$ cat config.mk
export PLATFORM = sky130hd
export DESIGN_NAME = linear_interp_upsampler
export DESIGN_NICKNAME = d
export VERILOG_FILES = /design/src/rtl/linear_interp_upsampler.sv
export SDC_FILE = /design/constraint.sdc
export NUM_CORES = 1
export LEC_CHECK = 0
export BUFFER_PORTS_ARGS = -buffer_cell sky130_fd_sc_hd__buf_2
export CAP_MARGIN = 20
export CORE_MARGIN = 2
export CORE_UTILIZATION = 45
export CTS_CLUSTER_DIAMETER = 120
export DETAILED_ROUTE_END_ITERATION = 10
export SLEW_MARGIN = 15
export SYNTH_ARGS = -nofsm -noshare
export SYNTH_HDL_FRONTEND = slang
export SYNTH_SLANG_ARGS = --single-unit
$ cat constraint.sdc
create_clock -name clk -period 11.5 [get_ports clk]
set_input_delay 0.575 -clock clk [delete_from_list [all_inputs] [get_ports clk]]
set_output_delay 0.575 -clock clk [all_outputs]
set_load 0.1 [all_outputs]
$ cat src/rtl/linear_interp_upsampler.sv
// Linear-interpolation upsampler: each accepted sample produces L outputs that
// ramp from the previous sample toward the new one, with valid/ready on both sides.
module linear_interp_upsampler #(
    parameter int DATA_W = 16,
    parameter int L_LOG2 = 2
) (
    input  logic              clk,
    input  logic              reset,
    input  logic              in_valid,
    output logic              in_ready,
    input  logic [DATA_W-1:0] in_data,
    output logic              out_valid,
    input  logic              out_ready,
    output logic [DATA_W-1:0] out_data
);

    localparam int L      = 1 << L_LOG2;
    localparam int PROD_W = DATA_W + 1 + L_LOG2;

    localparam logic [0:0] ST_IDLE = 1'b0;
    localparam logic [0:0] ST_EMIT = 1'b1;

    localparam logic [L_LOG2-1:0] K_LAST = L_LOG2'(L - 1);

    logic [0:0]               state_q, state_d;
    logic [L_LOG2-1:0]        k_q, k_d;
    logic signed [DATA_W-1:0] x_prev_q, x_prev_d;
    logic signed [DATA_W-1:0] x_cur_q, x_cur_d;
    logic [DATA_W-1:0]        out_data_q, out_data_d;

    logic [L_LOG2-1:0]        k_inc;
    logic signed [PROD_W-1:0] diff_ext;
    logic signed [PROD_W-1:0] k_ext;
    logic signed [PROD_W-1:0] x_prev_ext;
    logic [DATA_W-1:0]        y_next;
    logic                     in_fire;
    logic                     out_fire;

    assign out_valid = (state_q == ST_EMIT);
    assign out_data  = out_data_q;
    assign in_ready  = (state_q == ST_IDLE) ||
                       ((state_q == ST_EMIT) && (k_q == K_LAST) && out_ready);
    assign in_fire   = in_valid && in_ready;
    assign out_fire  = out_valid && out_ready;

    // Everything is carried at product width so the arithmetic shift floors
    // correctly; the result lies between x_prev and x_cur, so truncation is exact.
    always_comb begin
        k_inc      = k_q + L_LOG2'(1);
        x_prev_ext = PROD_W'(x_prev_q);
        diff_ext   = PROD_W'(x_cur_q) - PROD_W'(x_prev_q);
        k_ext      = PROD_W'(k_inc);
        y_next     = DATA_W'(x_prev_ext + ((diff_ext * k_ext) >>> L_LOG2));
    end

    always_comb begin
        state_d    = state_q;
        k_d        = k_q;
        x_prev_d   = x_prev_q;
        x_cur_d    = x_cur_q;
        out_data_d = out_data_q;
        if (in_fire) begin
            // A new sample may land on the last phase handshake: no bubble.
            x_prev_d   = x_cur_q;
            x_cur_d    = in_data;
            k_d        = '0;
            out_data_d = x_cur_q;
            state_d    = ST_EMIT;
        end else if (out_fire) begin
            if (k_q != K_LAST) begin
                k_d        = k_inc;
                out_data_d = y_next;
            end else begin
                state_d = ST_IDLE;
            end
        end
    end

    always_ff @(posedge clk or negedge reset) begin
        if (!reset) begin
            state_q    <= ST_IDLE;
            k_q        <= '0;
            x_prev_q   <= '0;
            x_cur_q    <= '0;
            out_data_q <= '0;
        end else begin
            state_q    <= state_d;
            k_q        <= k_d;
            x_prev_q   <= x_prev_d;
            x_cur_q    <= x_cur_d;
            out_data_q <= out_data_d;
        end
    end

endmodule

# After elaboration in Yosys (flattened, before gate mapping)
# Cells that the tools add are included.
[classes] addsub=3 n_mul=1 n_eq_ne=3 muxes=9 bitwise_logic=1 n_reduce_logical=9
[op_table] op="$mux W16" n=3
[op_table] op="$mul A17 B3 Y18" n=1
[op_table] op="$sub A16 B16 Y17" n=1
[op_table] op="$add A16 B16 Y16" n=1
[op_table] op="$mux W2" n=3
[op_table] op="$logic_and A1 B1 Y1" n=4
[op_table] op="$ne A2 B2 Y1 const B" n=2
[op_table] op="$reduce_and A2 Y1" n=2
[op_table] op="$reduce_bool A2 Y1" n=2
[op_table] op="$mux W1" n=3
[op_table] op="$add A2 B1 Y2 const B" n=1
[op_table] op="$eq A2 B2 Y1 const B" n=1
[op_table] op="$logic_or A1 B1 Y1" n=1
[op_table] op="$not A1 Y1" n=1
[totals] regBits=51 out_inout_bits=18 elab_cells=31

# Longest topological paths before layout
[logic_depth] ltp_word=7 ltp_mapped=27 depth_no_buf=27

# Worst setup path after synthesis
# No wires, ideal clock.
[synth_path] path_kind="register -> register" startpoint="register x_prev_q[0]" endpoint="register out_data_q[15], in the netlist out_data[15]" arrival_ns=4.908 required_time_ns=11.372 setup_slack_ns=6.464 path_stages_with_launch=25 path_buffers=0 synth_period_minus_slack_ns=5.036 cell_sequence="dfrtp_1 > ha_1 > fa_1 > nor2b_2 > o31a_2 > nor4_2 > o31ai_1 > a21oi_1 > xnor2_1 > nor2b_1 > ha_1 > ha_1 > a21o_1 > a21o_1 > a21oi_1 > o21ai_0 > xnor2_1 > ha_1 > a21oi_1 > nor3b_1 > a221oi_2 > xnor2_1 > xnor2_1 > xnor2_1 > o21ai_1"
[synth_between] elab_chain_cells=6
[synth_lines] item="start: declaration" line="27" text="logic signed [DATA_W-1:0] x_prev_q, x_prev_d;"
[synth_lines] item="start signal: assignment" line="89" text="x_prev_q <= x_prev_d;"
[synth_lines] item="$sub A16 B16 Y17" line="51" text="diff_ext = PROD_W'(x_cur_q) - PROD_W'(x_prev_q);"
[synth_lines] item="$mul A17 B3 Y18" line="53" text="y_next = DATA_W'(x_prev_ext + ((diff_ext * k_ext) >>> L_LOG2));"
[synth_lines] item="$add A16 B16 Y16 (*)" line="53"
[synth_lines] item="$mux W16 (*)" line="70" text="if (k_q != K_LAST) begin"
[synth_lines] item="$mux W16 (*)" line="69" text="end else if (out_fire) begin"
[synth_lines] item="$mux W16 (*)" line="62" text="if (in_fire) begin"
[synth_lines] item="end signal: assignment" line="91" text="out_data_q <= out_data_d;"
[synth_lines] item="end: declaration" line="29" text="logic [DATA_W-1:0] out_data_q, out_data_d;"
# Every way passes the cells marked *; elsewhere a longest branch is shown, timed or not. The select of a mux whose other input is x is not followed.
# A chain may end at the register's enable or synchronous reset.

# Final worst setup path
# Same ends and word-level chain as after synthesis.

==> run summary <==
Minimum clock period = 5.72 ns
Share of cell area taken by muxes after synthesis = 0.473%
Post-synthesis sequential element count = 51
Ratio of final minimum period to clock period = 49.7%
Number of maximum-capacitance constraint violations = 0
Number of fill cells = 963
Critical path endpoint category = flop
Area share of fa/ha/maj cells after synthesis = 19.4%
Part of the Yosys area used for sequential elements = 28.4%
Area of the mapped netlist = 0.00450 mm²
Total wire length = 10.5 mm
Required time at the endpoint of the critical path = 11.70 ns
Number of nets still failing antenna checks after routing = 0
Die W = 104 µm
Wire per inst = 14.7 µm
Syn_nets = 638
Number of placed instances with taps included = 707
Vias in the first global route = 3,774
Count of endpoints failing hold in the final timing report = 0
Number of detailed-route iterations in the first pass = 6
Effective utilization at floorplan = 46.2%
Count of synthesis-stage warnings from yosys = 0
Post-CTS setup buffer count = 0
Area of the die = 0.0108 mm²
Number of top-level pins = 38
Post-Layout Cell Count = 715
Layout Utilization = 50.5%
Count of port buffers added during placement = 37
EDFF count, synth = 0
Clock latency of the later-clocked register in the worst-skew pair = 0.31 ns
Transition time of the tightest slew-check pin = 0.686 ns
GRT Resource Usage Total = 20.4%
Data arrival time of the critical path = 5.91 ns
Diode insertion count for antenna repair = 0
Core outline area = 0.00973 mm²
Layout overhead on the synthesized area = 9.26%
Routability cong. = 0.864
Dominant register cell in the synthesized netlist = sky130_fd_sc_hd__dfrtp_1
Classification of the worst setup path = reg -> reg
Multi-input gate area in the final layout = 0.00305 mm²
Crit start category = flop
Tightest Hold Check Type = in -> async
Final setup violation count = 0
Clock Sinks = 51
Total Nets Final = 669
Share of the synthesized area in compound gates (AO/OA/AOI/OAI) = 20.3%
Simple logic cell fraction of the synthesized area = 20.2%
Final worst-path setup slack = 5.78 ns
Unrepaired setup endpoints after global routing = no
Num rows = 36
Fraction of final layout cells sized beyond drive strength 1 = 10.5%
Total number of H-tree levels = 2
Clock tree from TritonCTS = done
Die height = 104 µm
Number of cells upsized or downsized after cts = 0
Detailed Place HPWL = 8.26 mm
Worst-case clock skew = 0.00616 ns
Initial antenna violation count = 0
CTS root buf = sky130_fd_sc_hd__clkbuf_8
Worst setup timing slack at the placement stage = 5.88 ns
Clock Tree Buf Depth = 2
Post-synthesis cell count = 550
Number of hold buffers added after cts = 0
Overflow left after global routing = 0
Post-synthesis async set-or-reset flop share = 100%
Fmax = 175 MHz
FF/Latch Area = 0.00128 mm²
Via count of the routed design = 3,820
Global-route wire length before repair = 18.1 mm
Run status = completed
Top fanout value on the critical path = 6
Largest net degree at the start of global routing = 69
Average instance area after synthesis = 8.18 µm²
Post-route DRC violation count = 0
Via density per instance = 5.34
Combinational family with the most area after synthesis = compound AO/OA/AOI/OAI gates
Clock buffers created by TritonCTS = 5
Worst slew slack as a fraction of its limit = 54.2%
Yosys cell types = 50
Total negative setup slack = 0 ns
Number of violations reported at the end of detailed-routing iteration 0 = 154
Clock transition at the register clock pins on the worst setup and hold paths after CTS = 0.10 ns
Parity-gate share of the synthesized area counting xor and xnor cells = 7.20%
Slew Limit Fails = 0
==> logic make-up (layout without fill, tap and decap cells) <==
logic type | count (synthesis) | in the layout
compound gates | 149 | 149
mux | 2 | 2
fa+ha+maj | 68 | 68
flops | 51 | 51
xor+xnor | 37 | 37
simple gates | 194 | 194
buf+inv | 49 | 81
==> cell type report <==
cell class                      count  area share, %
Multi-Input combinational cell    450           62.0
Sequential cell                    51           26.0
Clock buffer                        7           1.76
Inverter                           33           2.52
Tap cell                          133           3.39
Timing Repair Buffer               40           4.23
Clock inverter                      1          0.178
==> registers in the layout (all words and copies together) (netlist names) <==
signal and cells:
out_data 16, k_q 2, x_cur_q 16, out_valid 1, x_prev_q 16
==> critical path, cell delays in order (launching register included) <==
cell and delay (ns):
sky130_fd_sc_hd__dfrtp_1 0.42, sky130_fd_sc_hd__ha_1 0.24, sky130_fd_sc_hd__fa_1 0.42, sky130_fd_sc_hd__nor2b_2 0.15, sky130_fd_sc_hd__o31a_2 0.17, sky130_fd_sc_hd__nor4_2 0.05
sky130_fd_sc_hd__o31ai_1 0.54, sky130_fd_sc_hd__a21oi_1 0.17, sky130_fd_sc_hd__xnor2_1 0.16, sky130_fd_sc_hd__nor2b_1 0.14, sky130_fd_sc_hd__ha_1 0.32, sky130_fd_sc_hd__ha_1 0.37
sky130_fd_sc_hd__a21o_1 0.18, sky130_fd_sc_hd__a21o_1 0.17, sky130_fd_sc_hd__a21oi_1 0.16, sky130_fd_sc_hd__o21ai_0 0.14, sky130_fd_sc_hd__xnor2_1 0.29, sky130_fd_sc_hd__ha_1 0.34
sky130_fd_sc_hd__a21oi_1 0.21, sky130_fd_sc_hd__nor3b_1 0.28, sky130_fd_sc_hd__a221oi_2 0.12, sky130_fd_sc_hd__xnor2_1 0.15, sky130_fd_sc_hd__xnor2_1 0.20, sky130_fd_sc_hd__xnor2_1 0.14
sky130_fd_sc_hd__o21ai_1 0.07
==> cell usage after synthesis, drive strengths merged, types with 4 or more instances <==
master | number | area share (%)
o21ai | 57 | 6.3
a22oi | 5 | 0.83
nand2 | 94 | 7.8
inv | 33 | 2.8
a211oi | 6 | 1.1
o21bai | 4 | 0.67
and2 | 16 | 2.2
a31oi | 5 | 0.70
xnor2 | 24 | 4.7
or3 | 4 | 0.56
nor2 | 32 | 2.7
xor2 | 13 | 2.5
o21a | 4 | 0.67
nand3 | 5 | 0.56
dfrtp | 51 | 28
a21oi | 35 | 3.9
ha | 65 | 18
nand2b | 5 | 0.70
nor2b | 19 | 2.7
clkbuf | 15 | 1.3
a21o | 14 | 2.3
==> stage by stage <==
stage / instance area [µm²] / hold WS (ns)
global route: 4910 / 0.426
floorplan: 4500 / 0.279
finish: 4910 / 0.374
detailed placement: 4820 / 0.470
global placement: 4820 / 0.460
CTS: 4910 / 0.396
==> final timing paths <==
path / startpoint / end / slack [ns] / cells after the start
worst max-delay path: x_prev_q[0] / out_data[15] / 5.78 / 24
worst min-delay path: reset / out_data[4] / 0.37 / 2
worst max register to register: x_prev_q[0] / out_data[15] / 5.78 / 24
worst min register to register: out_data[0] / out_data[0] / 0.49 / 2
max in group asynchronous: reset / out_data[9] / 10.68 / 2
min in group clk: in_data[4] / x_cur_q[4] / 0.45 / 3
==> metal layers <==
| metal | track usage, % | up-vias | wire [µm] |
|---|---|---|---|
| met2 | 31.8 | 85 | 4550 |
| met5 | 0 | - | 0 |
| met1 | 30.0 | 1763 | 5280 |
| met3 | 2.94 | 9 | 583 |
| li1 | - | 1963 | - |
| met4 | 4.54 | 0 | 119 |
==> cells in the final DEF (no fill, tap or decap), types with 5 or more instances in the layout <==
cell                       count
sky130_fd_sc_hd__nor2b_1      18
sky130_fd_sc_hd__inv_1        33
sky130_fd_sc_hd__o21ai_0      53
sky130_fd_sc_hd__a211oi_1      5
sky130_fd_sc_hd__nand3_1       5
sky130_fd_sc_hd__nand2b_1      5
sky130_fd_sc_hd__a31oi_1       5
sky130_fd_sc_hd__nand2_1      94
sky130_fd_sc_hd__nor2_1       32
sky130_fd_sc_hd__buf_2        37
sky130_fd_sc_hd__a22oi_1       5
sky130_fd_sc_hd__xnor2_1      24
sky130_fd_sc_hd__clkbuf_8      6
sky130_fd_sc_hd__a21oi_1      35
sky130_fd_sc_hd__a21o_1       14
sky130_fd_sc_hd__xor2_1       13
sky130_fd_sc_hd__and2_1       15
sky130_fd_sc_hd__ha_1         65
sky130_fd_sc_hd__dfrtp_1      51
Power is left out: the tool's default activity adds up to more than one toggle a clock period on the data nets, which glitch-free logic cannot reach.
